==> src/rtl/minterm_scan_ctrl.sv <==
// minterm_scan_ctrl: steps {a,b,c} through all 8 minterms and captures e/f truth maps.
// Optional SCAN_AUTO_RESTART_EN: loop scans continuously until abort or reset.
`default_nettype none

module minterm_scan_ctrl #(
  parameter int         SETTLE  = 2,
  parameter logic [7:0] EXP_MAP = 8'hD5
) (
  input  logic       clock,
  input  logic       reset_b,
  input  logic       start,
  input  logic       abort,
  input  logic       d_level,
  input  logic       e_in,
  input  logic       f_in,
  output logic       a,
  output logic       b,
  output logic       c,
  output logic       d,
  output logic       busy,
  output logic       done,
  output logic       pass,
  output logic [7:0] e_map,
  output logic [7:0] f_map
);

  typedef enum logic [1:0] {
    IDLE   = 2'd0,
    APPLY  = 2'd1,
    SAMPLE = 2'd2
  } state_e;

  localparam logic [3:0] SETTLE_LAST = 4'(SETTLE - 1);

  state_e     state_q, state_d;
  logic [2:0] idx_q, idx_d;
  logic [3:0] cnt_q, cnt_d;
  logic [2:0] abc_q, abc_d;
  logic       d_q, d_d;
  logic       busy_q, busy_d;
  logic       done_q, done_d;
  logic       pass_q, pass_d;
  logic [7:0] e_map_q, e_map_d;
  logic [7:0] f_map_q, f_map_d;

  always_ff @(posedge clock or negedge reset_b) begin
    if (!reset_b) begin
      state_q <= IDLE;
      idx_q   <= 3'd0;
      cnt_q   <= 4'd0;
      abc_q   <= 3'd0;
      d_q     <= 1'b0;
      busy_q  <= 1'b0;
      done_q  <= 1'b0;
      pass_q  <= 1'b0;
      e_map_q <= 8'h00;
      f_map_q <= 8'h00;
    end else begin
      state_q <= state_d;
      idx_q   <= idx_d;
      cnt_q   <= cnt_d;
      abc_q   <= abc_d;
      d_q     <= d_d;
      busy_q  <= busy_d;
      done_q  <= done_d;
      pass_q  <= pass_d;
      e_map_q <= e_map_d;
      f_map_q <= f_map_d;
    end
  end

  always_comb begin
    state_d = state_q;
    idx_d   = idx_q;
    cnt_d   = cnt_q;
    abc_d   = abc_q;
    d_d     = d_q;
    busy_d  = busy_q;
    done_d  = done_q;
    pass_d  = pass_q;
    e_map_d = e_map_q;
    f_map_d = f_map_q;

    case (state_q)
      IDLE: begin
        if (abort) begin
          done_d = 1'b0;
          pass_d = 1'b0;
        end else if (start) begin
          d_d     = d_level;
          idx_d   = 3'd0;
          cnt_d   = 4'd0;
          abc_d   = 3'd0;
          e_map_d = 8'h00;
          f_map_d = 8'h00;
          done_d  = 1'b0;
          pass_d  = 1'b0;
          busy_d  = 1'b1;
          state_d = APPLY;
        end
      end

      APPLY, SAMPLE: begin
        if (abort) begin
          // Partial maps stay visible so an aborted scan can be inspected.
          state_d = IDLE;
          idx_d   = 3'd0;
          cnt_d   = 4'd0;
          abc_d   = 3'd0;
          d_d     = 1'b0;
          busy_d  = 1'b0;
          done_d  = 1'b0;
          pass_d  = 1'b0;
        end else if (state_q == APPLY) begin
          if (cnt_q == SETTLE_LAST) begin
            cnt_d   = 4'd0;
            state_d = SAMPLE;
          end else begin
            cnt_d = cnt_q + 4'd1;
          end
        end else begin
          e_map_d[idx_q] = e_in;
          f_map_d[idx_q] = f_in;
          if (idx_q != 3'd7) begin
            idx_d   = idx_q + 3'd1;
            abc_d   = idx_q + 3'd1;
            cnt_d   = 4'd0;
            state_d = APPLY;
          end else begin
            done_d = 1'b1;
            pass_d = (e_map_d == EXP_MAP) && (f_map_d == (d_q ? EXP_MAP : 8'h00));
            idx_d  = 3'd0;
            cnt_d  = 4'd0;
            abc_d  = 3'd0;
`ifdef SCAN_AUTO_RESTART_EN
            e_map_d = 8'h00;
            f_map_d = 8'h00;
            d_d     = d_level;
            state_d = APPLY;
`else
            d_d     = 1'b0;
            busy_d  = 1'b0;
            state_d = IDLE;
`endif
          end
        end
      end

      default: state_d = IDLE;
    endcase
  end

  assign {a, b, c} = abc_q;
  assign d         = d_q;
  assign busy      = busy_q;
  assign done      = done_q;
  assign pass      = pass_q;
  assign e_map     = e_map_q;
  assign f_map     = f_map_q;

endmodule

`default_nettype wire

==> config.mk <==
export PLATFORM = sky130hd
export DESIGN_NAME = minterm_scan_ctrl
export DESIGN_NICKNAME = d
export VERILOG_FILES = /design/src/rtl/minterm_scan_ctrl.sv
export SDC_FILE = /design/constraint.sdc
export NUM_CORES = 1
export LEC_CHECK = 0
export CORE_ASPECT_RATIO = 1.2
export CORE_MARGIN = 2
export CORE_UTILIZATION = 35
export CTS_CLUSTER_DIAMETER = 150
export DETAILED_ROUTE_END_ITERATION = 16
export SLEW_MARGIN = 20
export SYNTH_ARGS = -nofsm -noshare
export SYNTH_HDL_FRONTEND = slang
export SYNTH_SLANG_ARGS = --single-unit
==> constraint.sdc <==
create_clock -name clock -period 2.52 [get_ports clock]
set_input_delay 0.63 -clock clock [delete_from_list [all_inputs] [get_ports clock]]
set_output_delay 0.63 -clock clock [all_outputs]
set_load 0.05 [all_outputs]
# Word-level counts from Yosys, hierarchy flattened
# Index checks and enable logic that the tools add are counted.
[word_totals]
output_inout_bits = 23
ram_bits = 0
regBits = 29
n_memories = 0
latchBits = 0
rom_bits = 0
inputBits = 7
elab_cells = 89
[op_classes]
n_mux = 51
n_addsub = 2
n_bitwise = 0
reduce_logical = 11
n_lt_le_gt_ge = 2
eq_ne = 14
div = 0
n_mul = 0
shifts = 0
[op_table]
columns = ["op", "count"]
rows = [
  ["2-to-1 mux 8 bit", 7],
  ["one-hot mux 8 bit (2 select lines)", 2],
  ["2-to-1 mux 4 bit", 5],
  ["2-to-1 mux 1 bit", 17],
  ["bitwise mux 8 bit", 2],
  ["2-to-1 mux 3 bit", 5],
  ["inequality test 3 bit, second input constant", 4],
  ["2-to-1 mux 2 bit", 5],
  ["AND reduction 5 bit", 2],
  ["== test 8 bit", 1],
  ["== test 8 bit, second input constant", 1],
  ["inequality test 2 bit, second input constant", 4],
  ["one-hot mux 1 bit (2 select lines)", 4],
  ["one-hot mux 4 bit (2 select lines)", 1],
  ["AND reduction 4 bit", 2],
  ["one-hot mux 3 bit (2 select lines)", 1],
  ["AND reduction 3 bit", 2],
  ["adder 4 x 1 -> 4 bit, second input constant", 1],
  ["== test 4 x 1 -> 1 bit, second input constant", 1],
  ["< comparator 3 x 4 -> 1 bit, second input constant", 1],
  ["inequality test 4 bit, second input constant", 1],
  ["one-hot mux 2 bit (2 select lines)", 1],
  ["adder 3 x 1 -> 3 bit, second input constant", 1],
  ["demux 1 bit (select 3 bit)", 1],
  ["7 further kinds", 8],
]

# Depth between registers and ports, before layout
# Gate-level depths: netlist of run 1.
[depth]
word_depth = 11
ltp_mapped = 7
depth_no_buf = 7

# Worst setup path before layout of run 1
# No wires, ideal clock.
[synth_path]
kind = "reg-to-reg"
start = "register abc_q[2] (netlist name)"
end = "register pass_q, in the netlist pass"
n_path_buf = 1
setup_slack_ns = 0.419
arrival_time_ns = 2.033
t_required_ns = 2.452
setup_time_ns = 0.068
period_less_slack_ns = 2.101
stages_incl_launch_ff = 7
cell_sequence = "dfrtp_1 buf_4 nor3b_4 mux2i_1 or4_1 o22ai_1 a32o_1"
[synth_lines]
columns = ["element", "line", "rtl"]
rows = [
  ["end signal: assignment", "66", "pass_q <= pass_d;"],
  ["end: declaration", "42", "logic pass_q, pass_d;"],
]

# Worst setup path in the final report of run 1
[layout_path]
start = "register f_map_q[5], in the netlist f_map[5]"
end = "output port f_map[5]"
[layout_lines]
columns = ["element", "line", "rtl"]
rows = [
  ["start: declaration", "44", "logic [7:0] f_map_q, f_map_d;"],
  ["start signal: assignment", "68", "f_map_q <= f_map_d;"],
  ["end: declaration", "24", "output logic [7:0] f_map"],
]
# No word-level cell between the ends.

==> impl_metrics.yaml, run 1 <==
run_status:
  status: "finished, final reports clean"
routing:
  drt_iter0_drc: 98
  finalWirelength_mm: 4.450
  viasPerCell: 5.481
  m1WireLength_mm: 1.947
  firstDrtPassIters: 4
  ant_nets: 0
  vias: 1628
  highest_layer: "met4"
  met3_length_um: 226
  drcViolationCount: 0
  wl_met2_mm: 2.147
  wl_per_cell_um: 14.98
sta:
  rsz0062_at_grt: "false"
  setup_viol: 0
  fin_tns_setup_ns: 0
  finalCriticalPeriod_ns: 2.187
  slew_violations: 0
  relSlewSlack_pct: 65.76
  finalHoldViolations: 0
  worst_pin_slew_ns: 0.5137
  fin_crit_sh_pct: 86.77
  finClkSkew_ns: 0.005823
  fmax_mhz: 457.3
run:
  drv_cap: 0
place:
  placed_area_um2: 2200
  io_buffer_count: 29
  dp_hpwl_mm: 3.321
  gp_congestion: 0.8536
  place_inst: 290
synthesis:
  synth_top_family_by_area: "simple AND/OR/NAND/NOR gates"
  synthMuxAreaShare_pct: 5.468
  yosysMostFrequentCell: "nand2_1"
  synth_cells: 202
  synth-xor-area-share_pct: 0.4785
  ys_ff_latch: 29
  yosys.area_share.adder_pct: 5.468
  yosysSeqAreaShare_pct: 39.64
  synth_async_sr_flop_share_pct: 100.0
  synth_nets: 217
  synth_area_leaders: "dfrtp_1 40%, nand2_1 7.4%, ha_1 5.5%, mux2i_1 5.5%, o21ai_0 4.4%"
  netlist_area_um2: 1831
  postSynthAreaPerCell_um2: 9.062
  synth_warnings: 0
  synth_edf_count: 0
  synth_largest_area_cell: "dfrtp_1"
  ys_types: 44
  synth_top_flop_cell: "dfrtp_1"
  synth.top_cell.area_share_pct: 39.64
  yosys-top-cells-count: "36 x nand2_1, 29 x dfrtp_1, 16 x o21ai_0"
  synthSimpleGateAreaFrac_pct: 22.90
  synth_compound_area_share_pct: 21.33
clocking:
  htree_levels: 2
  root_buffer: "clkbuf_8"
  clkSinkCount: 29
  clk_latency_ns: 0.28
  post-cts-setup-buffer-count: 0
  cts.path.max_buffers: 2
  cts_tree: "done"
  clk_pin_slew_ns: 0.07
  cts.repair.resized: 0
  cts_inserted_buffers: 5
  ctsHoldBuffers: 0
cells_and_area:
  n_fill_cell: 509
  design_area_um2: 2286
  fin_nets: 252
  final_layout_size_suffix_gt1_share_pct: 9.283
  n_antenna_cell: 0
  fin_cells: 297
  syn2layout_area_growth_pct: 24.88
  fin_util_pct: 45.95
min_path:
  hp-class: "flip-flop to flip-flop"
floorplan:
  initial_core_util_pct: 36.80
  die_x_um: 70.02
  die_h_um: 83.22
  ios: 30
  core_area_um2: 4975
  rows: 28
  dieArea_um2: 5827
critical_path:
  path_buf_inv: 1
  cp-start-kind: "flip-flop"
  worstPathRequired_ns: 1.89
  cp.arrival_ns: 1.56
  max_stage_delay_ns: 0.84
  crit_chain: "clkdlybuf4s50_1"
  critical-path-top-delay-family: "buffers and inverters"
  path_class: "flip-flop to output port"
  worstSetupEndpointType: "output port"
  worstPathMaxFanout: 6
  slowest_stage: "clkdlybuf4s50_1"
global_routing:
  grt_pass1_wl_mm: 7.769
  grt_overflow: 0
  grt_antenna_before_repair: 0
  first_global_vias: 1611
  grt_use_total_pct: 16.61
  grt_max_degree: 30
power:
  p_leak_nw: 0.9785
  powerDensity_nw_per_um2: 1049
  ir_drop_uv: 429.6
==> flip-flops by register name, summed over array words and instances, names as in the netlist <==
name	cells
abc_q	3
busy	1
cnt_q	4
d	1
done	1
e_map	8
f_map	8
pass	1
state_q	2
==> cell usage in the layout (no fill, tap or decap), types with 3 or more instances in the layout <==
master           Yosys  routed
a211oi_1             3       3
a21oi_1              8       8
a22o_1               6       6
a32o_1               4       4
buf_4                2      12
clkbuf_8             0       6
clkdlybuf4s50_1      0      26
dfrtp_1             29      29
ha_1                 8       8
inv_1                8       8
mux2i_1             10      10
nand2_1             36      36
nand2b_1             8       8
nand3_1              5       5
nand3b_1             4       4
nor2_1               4       4
nor2b_1              4       4
o21ai_0             16      16
o21ai_1              6       6
o22ai_1              5       5
==> worst min-delay path: cells and delay by family (launching register included) <==
family           cells  cell delay (ns)
DFF                  1             0.36
and+or+nand+nor      2             0.10
==> where the power goes <==
group / total [mW] / internal, mW / switching [mW] / leakage [nW]
Sequential: 0.719 / 0.575 / 0.144 / 0.363
Combinational: 1.29 / 0.479 / 0.808 / 0.571
Clock: 0.392 / 0.216 / 0.176 / 0.0443
Total: 2.40 / 1.27 / 1.13 / 0.978
==> layout make-up <==
type                       count  area, µm²  share of cell area, %
timing repair buffer          38      350.3                  15.33
multi-input combinational    155       1018                  44.55
tap                           60      75.07                  3.284
inverter                       8      30.03                  1.314
clock buffer                   7      86.33                  3.777
sequential                    29      725.7                  31.75
==> path summary, 6_finish.rpt <==
kind / from / slack (ns) / cells past startpoint / to
worst min register to register: done / 0.50 / 2 / done
worst max register to register: abc_q[0] / 0.37 / 6 / pass
worst max-delay path: f_map[5] / 0.33 / 1 / f_map[5]
worst min-delay path: done / 0.50 / 2 / done
min in group asynchronous: reset_b / 0.75 / 2 / abc_q[2]
max in group asynchronous: reset_b / 1.49 / 2 / f_map[4]
==> stage by stage <==
step,hold WS (ns),power (mW),setup WS (ns)
floorplan,0.3344,1.616,0.4188
global route,0.5478,2.565,0.1241
global placement,0.4959,2.006,0.2725
CTS,0.5160,2.417,0.3199
finish,0.5036,2.399,0.3333
detailed placement,0.4928,2.018,0.2054
==> kinds of logic (layout without fill, tap and decap cells) <==
family                     count (synthesis)  count (layout)
AOI/OAI and AO/OA                         60              60
buffers and inverters                     18              53
and+or+nand+nor                           76              76
adders and majority gates                  8               8
DFF                                       29              29
muxes                                     10              10
xor gates and xnor gates                   1               1
==> layer usage <==
layer / vias up / track usage, %
met1: 772 / 20.70
met2: 46 / 26.75
li1: 798 / -
met4: 0 / 8.042
met5: - / 0
met3: 12 / 4.005
Power figures use the tool's default switching activity.
==> inputs of run 2 (changes only) <==
Settings changed: CAP_MARGIN from default to 40, SETUP_SLACK_MARGIN from default to 0.1.
==> results of run 2 <==
Same layout as run 1: the final DEF is identical, and so are final timing and power.
